`src/rtl/fp_multiplier_param.sv`:
```
// rtl/fp_multiplier_param.sv - parametrised IEEE-754 multiplier: multi-cycle FSM, subnormals, RNE, exception flags
module fp_multiplier_param #(
  parameter int EXP_W = 8,
  parameter int MAN_W = 23
) (
  input  logic                 clk,
  input  logic                 rst,
  input  logic [EXP_W+MAN_W:0] op1,
  input  logic [EXP_W+MAN_W:0] op2,
  input  logic                 in_rdy,
  output logic                 busy,
  output logic [EXP_W+MAN_W:0] res,
  output logic                 res_rdy,
  output logic [3:0]           flags
);
  localparam int W   = 1 + EXP_W + MAN_W;
  localparam int M   = MAN_W + 1;
  localparam int PW  = 2 * M;
  localparam int EW  = EXP_W + 2;
  localparam int UCW = $clog2(MAN_W + 3) + 1;
  localparam logic signed [EW-1:0] BIAS = EW'((1 << (EXP_W - 1)) - 1);
  localparam logic signed [EW-1:0] EMAX = EW'((1 << EXP_W) - 1);
  localparam logic signed [EW-1:0] ONE  = EW'(1);
  // Bits of the product below the round position; they only feed sticky.
  localparam logic [PW-1:0] LOW_MASK = (PW'(1) << (MAN_W - 2)) - PW'(1);

  typedef enum logic [3:0] {
    S_IDLE, S_UNPACK, S_SPECIAL, S_PRENORM, S_MUL,
    S_NORM, S_UNDER, S_ROUND, S_PACK, S_OUT
  } state_t;

  state_t state, state_nx;

  logic [W-1:0]           a_q, b_q;
  logic                   sign_q;
  logic [M-1:0]           m1_q, m2_q;
  logic signed [EW-1:0]   e1_q, e2_q, exp_q;
  logic [PW-1:0]          prod_q;
  logic                   sticky_q, tiny_q, inexact_q;
  logic [UCW-1:0]         ucnt_q;
  logic [M-1:0]           rmant_q;
  logic [W-1:0]           pres_q;
  logic [3:0]             pflags_q;

  logic [EXP_W-1:0] a_exp, b_exp;
  logic [MAN_W-1:0] a_frac, b_frac;
  logic a_nan, b_nan, a_snan, b_snan, a_inf, b_inf, a_zero, b_zero;
  logic is_special, any_sub, inf_zero;

  // Classify the captured operands for the UNPACK/SPECIAL decisions
  always_comb begin
    a_exp      = a_q[W-2:MAN_W];
    b_exp      = b_q[W-2:MAN_W];
    a_frac     = a_q[MAN_W-1:0];
    b_frac     = b_q[MAN_W-1:0];
    a_nan      = (&a_exp) & (|a_frac);
    b_nan      = (&b_exp) & (|b_frac);
    a_snan     = a_nan & ~a_frac[MAN_W-1];
    b_snan     = b_nan & ~b_frac[MAN_W-1];
    a_inf      = (&a_exp) & ~(|a_frac);
    b_inf      = (&b_exp) & ~(|b_frac);
    a_zero     = ~(|a_exp) & ~(|a_frac);
    b_zero     = ~(|b_exp) & ~(|b_frac);
    inf_zero   = (a_inf & b_zero) | (b_inf & a_zero);
    is_special = a_nan | b_nan | a_inf | b_inf | a_zero | b_zero;
    any_sub    = ~(|a_exp) | ~(|b_exp);
  end

  logic [M-1:0]         m1_sh, m2_sh;
  logic signed [EW-1:0] exp_norm;
  logic                 guard_b, round_b, sticky_b, round_up;
  logic [M:0]           mant_rnd;
  logic [EXP_W-1:0]     pack_exp;

  // Per-state datapath helpers: prenormalise shift, normalise exponent, RNE increment, packed exponent
  always_comb begin
    m1_sh    = m1_q[MAN_W] ? m1_q : (m1_q << 1);
    m2_sh    = m2_q[MAN_W] ? m2_q : (m2_q << 1);
    exp_norm = prod_q[PW-1] ? exp_q + ONE : exp_q;
    guard_b  = prod_q[MAN_W-1];
    round_b  = prod_q[MAN_W-2];
    sticky_b = sticky_q | (|(prod_q & LOW_MASK));
    round_up = guard_b & (round_b | sticky_b | prod_q[MAN_W]);
    mant_rnd = {1'b0, prod_q[2*MAN_W:MAN_W]} + {{M{1'b0}}, round_up};
    pack_exp = rmant_q[MAN_W] ? exp_q[EXP_W-1:0] : {EXP_W{1'b0}};
  end

  logic accept;

  // FSM output decode: operands are taken only in IDLE while not busy
  always_comb begin
    accept = (state == S_IDLE) & ~busy & in_rdy;
  end

  // FSM state register
  always_ff @(posedge clk or negedge rst) begin
    if (!rst) state <= S_IDLE;
    else      state <= state_nx;
  end

  // FSM next-state logic
  always_comb begin
    state_nx = state;
    case (state)
      S_IDLE:    if (accept) state_nx = S_UNPACK;
      S_UNPACK:  state_nx = is_special ? S_SPECIAL : (any_sub ? S_PRENORM : S_MUL);
      S_SPECIAL: state_nx = S_OUT;
      S_PRENORM: if (m1_sh[MAN_W] & m2_sh[MAN_W]) state_nx = S_MUL;
      S_MUL:     state_nx = S_NORM;
      S_NORM:    state_nx = (exp_norm < ONE) ? S_UNDER : S_ROUND;
      S_UNDER:   if ((ucnt_q == UCW'(MAN_W + 2)) || !exp_q[EW-1]) state_nx = S_ROUND;
      S_ROUND:   state_nx = S_PACK;
      S_PACK:    state_nx = S_OUT;
      S_OUT:     state_nx = S_IDLE;
      default:   state_nx = S_IDLE;
    endcase
  end

  // Datapath and output registers, advanced by the current FSM state
  always_ff @(posedge clk or negedge rst) begin
    if (!rst) begin
      a_q <= '0; b_q <= '0; sign_q <= 1'b0;
      m1_q <= '0; m2_q <= '0; e1_q <= '0; e2_q <= '0; exp_q <= '0;
      prod_q <= '0; sticky_q <= 1'b0; tiny_q <= 1'b0; inexact_q <= 1'b0;
      ucnt_q <= '0; rmant_q <= '0; pres_q <= '0; pflags_q <= '0;
      res <= '0; flags <= '0; res_rdy <= 1'b0; busy <= 1'b0;
    end else begin
      res_rdy <= 1'b0;
      if (accept) begin
        a_q  <= op1;
        b_q  <= op2;
        busy <= 1'b1;
      end else if (res_rdy) begin
        busy <= 1'b0;
      end
      case (state)
        S_UNPACK: begin
          sign_q   <= a_q[W-1] ^ b_q[W-1];
          m1_q     <= {|a_exp, a_frac};
          m2_q     <= {|b_exp, b_frac};
          e1_q     <= (|a_exp) ? {2'b00, a_exp} : ONE;
          e2_q     <= (|b_exp) ? {2'b00, b_exp} : ONE;
          sticky_q <= 1'b0;
          tiny_q   <= 1'b0;
          ucnt_q   <= '0;
        end
        S_SPECIAL: begin
          if (a_nan | b_nan | inf_zero) begin
            pres_q   <= {1'b0, {EXP_W{1'b1}}, 1'b1, {(MAN_W-1){1'b0}}};
            pflags_q <= {inf_zero | a_snan | b_snan, 3'b000};
          end else if (a_inf | b_inf) begin
            pres_q   <= {sign_q, {EXP_W{1'b1}}, {MAN_W{1'b0}}};
            pflags_q <= 4'b0000;
          end else begin
            pres_q   <= {sign_q, {(W-1){1'b0}}};
            pflags_q <= 4'b0000;
          end
        end
        S_PRENORM: begin
          m1_q <= m1_sh;
          m2_q <= m2_sh;
          if (!m1_q[MAN_W]) e1_q <= e1_q - ONE;
          if (!m2_q[MAN_W]) e2_q <= e2_q - ONE;
        end
        S_MUL: begin
          prod_q <= PW'(m1_q) * PW'(m2_q);
          exp_q  <= e1_q + e2_q - BIAS;
        end
        S_NORM: begin
          if (prod_q[PW-1]) begin
            prod_q   <= prod_q >> 1;
            sticky_q <= sticky_q | prod_q[0];
          end
          exp_q <= exp_norm;
        end
        S_UNDER: begin
          tiny_q <= 1'b1;
          if (ucnt_q == UCW'(MAN_W + 2)) begin
            // Everything would end up below the round bit: collapse to sticky only
            prod_q   <= '0;
            sticky_q <= 1'b1;
            exp_q    <= ONE;
          end else begin
            prod_q   <= prod_q >> 1;
            sticky_q <= sticky_q | prod_q[0];
            exp_q    <= exp_q + ONE;
            ucnt_q   <= ucnt_q + UCW'(1);
          end
        end
        S_ROUND: begin
          inexact_q <= guard_b | round_b | sticky_b;
          if (mant_rnd[M]) begin
            rmant_q <= mant_rnd[M:1];
            exp_q   <= exp_q + ONE;
          end else begin
            rmant_q <= mant_rnd[M-1:0];
          end
        end
        S_PACK: begin
          if (exp_q >= EMAX) begin
            pres_q   <= {sign_q, {EXP_W{1'b1}}, {MAN_W{1'b0}}};
            pflags_q <= 4'b0101;
          end else begin
            pres_q   <= {sign_q, pack_exp, rmant_q[MAN_W-1:0]};
            pflags_q <= {2'b00, tiny_q & inexact_q, inexact_q};
          end
        end
        S_OUT: begin
          res     <= pres_q;
          flags   <= pflags_q;
          res_rdy <= 1'b1;
        end
        default: ;
      endcase
    end
  end
endmodule
```
`config.mk`:
```
export PLATFORM = sky130hd
export DESIGN_NAME = fp_multiplier_param
export DESIGN_NICKNAME = d
export VERILOG_FILES = /design/src/rtl/fp_multiplier_param.sv
export SDC_FILE = /design/constraint.sdc
export NUM_CORES = 2
export LEC_CHECK = 0
export CORE_MARGIN = 4
export CORE_UTILIZATION = 40
export DETAILED_ROUTE_END_ITERATION = 8
export SLEW_MARGIN = 5
export SYNTH_ARGS = -nofsm -noshare
export SYNTH_HDL_FRONTEND = slang
export SYNTH_SLANG_ARGS = --single-unit
export TNS_END_PERCENT = 50
```
`constraint.sdc`:
```
create_clock -name clk -period 6.2 [get_ports clk]
set_clock_uncertainty 0.2 [all_clocks]
set_input_delay 0.62 -clock clk [delete_from_list [all_inputs] [get_ports clk]]
set_output_delay 0.62 -clock clk [all_outputs]
set_load 0.02 [all_outputs]
```
==> results.ini <==
[hold_path]
holdPathEnd = busy
holdPathStages = 1
hp-start = res_rdy
min-delay-path-class = reg -> reg

[detailed_routing]
drt_iter0_drc = 1886
num_vias = 25870
detail-route-antenna-nets = 0
finalWirelength_mm = 96.23
drc = 0
viasPerCell = 5.209
first_pass_iters = 5
wire_per_inst_um = 19.37

[grt]
first_global_vias = 26790
antenna_found_initial = 3
overflow = 0
grt_pass1_wl_mm = 152.9
grt_usage_pct = 22.40
grt_max_degree = 131

[cts]
cts.sinks = 302
h-tree-depth = 2
cts_tree = done
cts_buffers = 40
cts_buffer_depth = 3
insertion_delay_ns = 0.59
root_buffer = clkbuf_16
clk_pin_slew_worst_paths_ns = 0.06

[setup_path]
reg2reg_from = m1_q[10]
arrival_ns = 7.22
required_ns = 6.52
rr_endpoint = prod_q[36]
end_kind = flop
crit_path_start_kind = flop
path_max_fanout = 6
regToRegSetupSlack_ns = -0.70
path_class = reg -> reg
reg2reg_depth = 25

[placement]
portBuffers = 104
dp_hpwl_mm = 74.66
routabilityCongestion = 0.8875
placedCellCount = 4828

[timing]
fin_crit_ns = 6.902
maxSlewHeadroom_pct = 12.97
finalSetupTns_ns = -13.17
finalHoldViolCount = 0
setup_viol = 32
slew_violations = 0
min_period_over_period_pct = 111.3
fmax_ghz = 0.1449
worst_slack_ns = -0.7021
rsz0062_at_grt = true
worst_pin_slew_ns = 1.292
holdWs_ns = 0.2497

[cells_and_area]
final.fill_count = 7722
fin_nets = 4612
stdcell_count = 4967
final_layout_size_suffix_gt1_share_pct = 19.33
areaGrowthSynthToFinish_pct = 22.24

[synth]
synth_edf_count = 0
ys.warnings.count = 0
ys_seq_area_share_pct = 22.91
syn_area_um2 = 32990
synth_cell_types = 64
avgSynthCellArea_um2 = 9.320
synthCells = 3540
async_flop_share_pct = 100.0
synth_ff_type = dfrtp_1
ys_ff_latch = 302
synth_nets = 4288

[outcome]
failed_checks = negative setup slack
status = complete, but fails checks

[floorplanning]
ios = 105
rows = 105
coreArea_um2 = 81980
fp.dieW_um = 295.2
start_util_pct = 40.25
die_h_um = 295.2
dieArea_um2 = 87140

[run]
maxCapViolCount = 0

-- metal layers --
metal	global-route usage (%)	wire length, µm	vias to the layer above
li1	-	-	11870
met1	31.15	42500	13050
met3	4.011	5978	187
met4	6.667	3207	0
met2	36.09	44550	769
met5	0	0	-
-- layout make-up --
class / instances / area (µm²) / share of cell area [%]
multi-input cells: 2450 / 23320 / 57.82
flip-flops and latches: 302 / 7599 / 18.84
repair buffers: 488 / 4449 / 11.03
inverters: 582 / 2185 / 5.417
well taps: 1070 / 1339 / 3.319
clock buffers: 50 / 1079 / 2.674
clock inverters: 24 / 360.3 / 0.8935
diodes: 1 / 2.502 / 0.006205
-- worst max-delay path by stage --
stage / start / to / slack [ns] / depth (start not counted)
after floorplan: m2_q[3] / prod_q[40] / -0.33 / 26
after global placement: m2_q[5] / prod_q[34] / -0.93 / 25
after detailed placement: m1_q[8] / prod_q[34] / -0.93 / 23
after CTS: m2_q[0] / prod_q[36] / -0.66 / 26
after global routing: m2_q[14] / prod_q[40] / -0.90 / 24
final: m1_q[10] / prod_q[36] / -0.70 / 25
-- worst max-delay path, stage by stage (launching register included) --
cell	delay, ns
dfrtp_2	0.46
buf_4	0.20
nand2_1	0.08
fa_1	0.50
fa_1	0.54
inv_1	0.05
fa_1	0.47
inv_1	0.05
fa_1	0.47
inv_1	0.05
fa_1	0.46
fa_1	0.53
inv_1	0.06
fa_1	0.49
inv_2	0.05
ha_4	0.27
nand4_1	0.21
nor4_4	0.22
o211ai_1	0.22
a31oi_1	0.23
buf_4	0.16
a221o_1	0.22
a31oi_1	0.13
xnor2_1	0.26
a22oi_1	0.11
o21ai_1	0.14
-- repair_timing --
| item | 4_1_cts | 5_1_grt |
|---|---|---|
| pin swaps | 80 | 90 |
| endpoints found under the setup margin | 33 | 36 |
| hold buffers | 1 | 0 |
| gates resized for setup | 107 | 121 |
| hold endpoints to repair | 71 | 0 |
| setup buffers | 36 | 26 |
| gates cloned | 1 | 0 |
-- synthesized netlist by cell type (49+ instances only) --
cell type	n	area, µm²
inv_1	581	2181
nand2_1	517	1941
fa_1	483	9669
dfrtp_1	302	7557
and2_1	287	1795
clkbuf_1	198	743.2
ha_1	198	2477
nor2_1	139	521.8
a21oi_1	104	520.5
mux2_2	102	1149
o21ai_0	69	345.3
a22oi_1	49	367.9
xnor2_1	49	429.2
-- stage by stage --
| step | cell area [µm²] | utilization [%] | setup slack (ns) |
|---|---|---|---|
| after global placement | 37430 | 45.66 | -0.9322 |
| after CTS | 39640 | 48.36 | -0.6631 |
| after global routing | 40330 | 49.19 | -0.8987 |
| after detailed placement | 37430 | 45.66 | -0.9296 |
| final | 40330 | 49.20 | -0.7021 |
| after floorplan | 33360 | - | -0.3294 |
-- cell families after synthesis --
group	after synthesis	synth area share, %
flip-flops	302	22.91
buffers and inverters	788	8.984
AND/OR/NAND/NOR	1135	16.41
AO/OA/AOI/OAI	446	9.098
multiplexers	108	3.663
adder cells (fa/ha/maj)	681	36.82
XOR/XNOR	80	2.124
-- flip-flops by register name, indices dropped and copies added (netlist names), 24 cells and up --
name     count
a_q         32
pres_q      32
res         32
rmant_q     24
m2_q        24
prod_q      48
b_q         32
m1_q        24
-- cell usage in the layout (no fill, tap or decap), drive strengths merged, types with 6 or more instances in the layout --
cell / n
a21o: 31
a21oi: 104
a221o: 10
a221oi: 33
a22o: 25
a22oi: 49
a311oi: 6
a31oi: 17
a32oi: 14
and2: 287
and3: 22
buf: 383
clkbuf: 50
clkdlybuf4s50: 103
clkinv: 15
dfrtp: 302
fa: 483
ha: 198
inv: 582
mux2: 102
mux2i: 6
nand2: 517
nand2b: 9
nand3: 47
nand4: 22
nor2: 139
nor2b: 10
nor3: 27
nor4: 25
o21ai: 87
o21bai: 11
o22ai: 10
o31ai: 19
or3: 6
xnor2: 49
xor2: 31
Power is left out: the tool's default activity adds up to more than one toggle a clock period on the data nets, which glitch-free logic cannot reach.
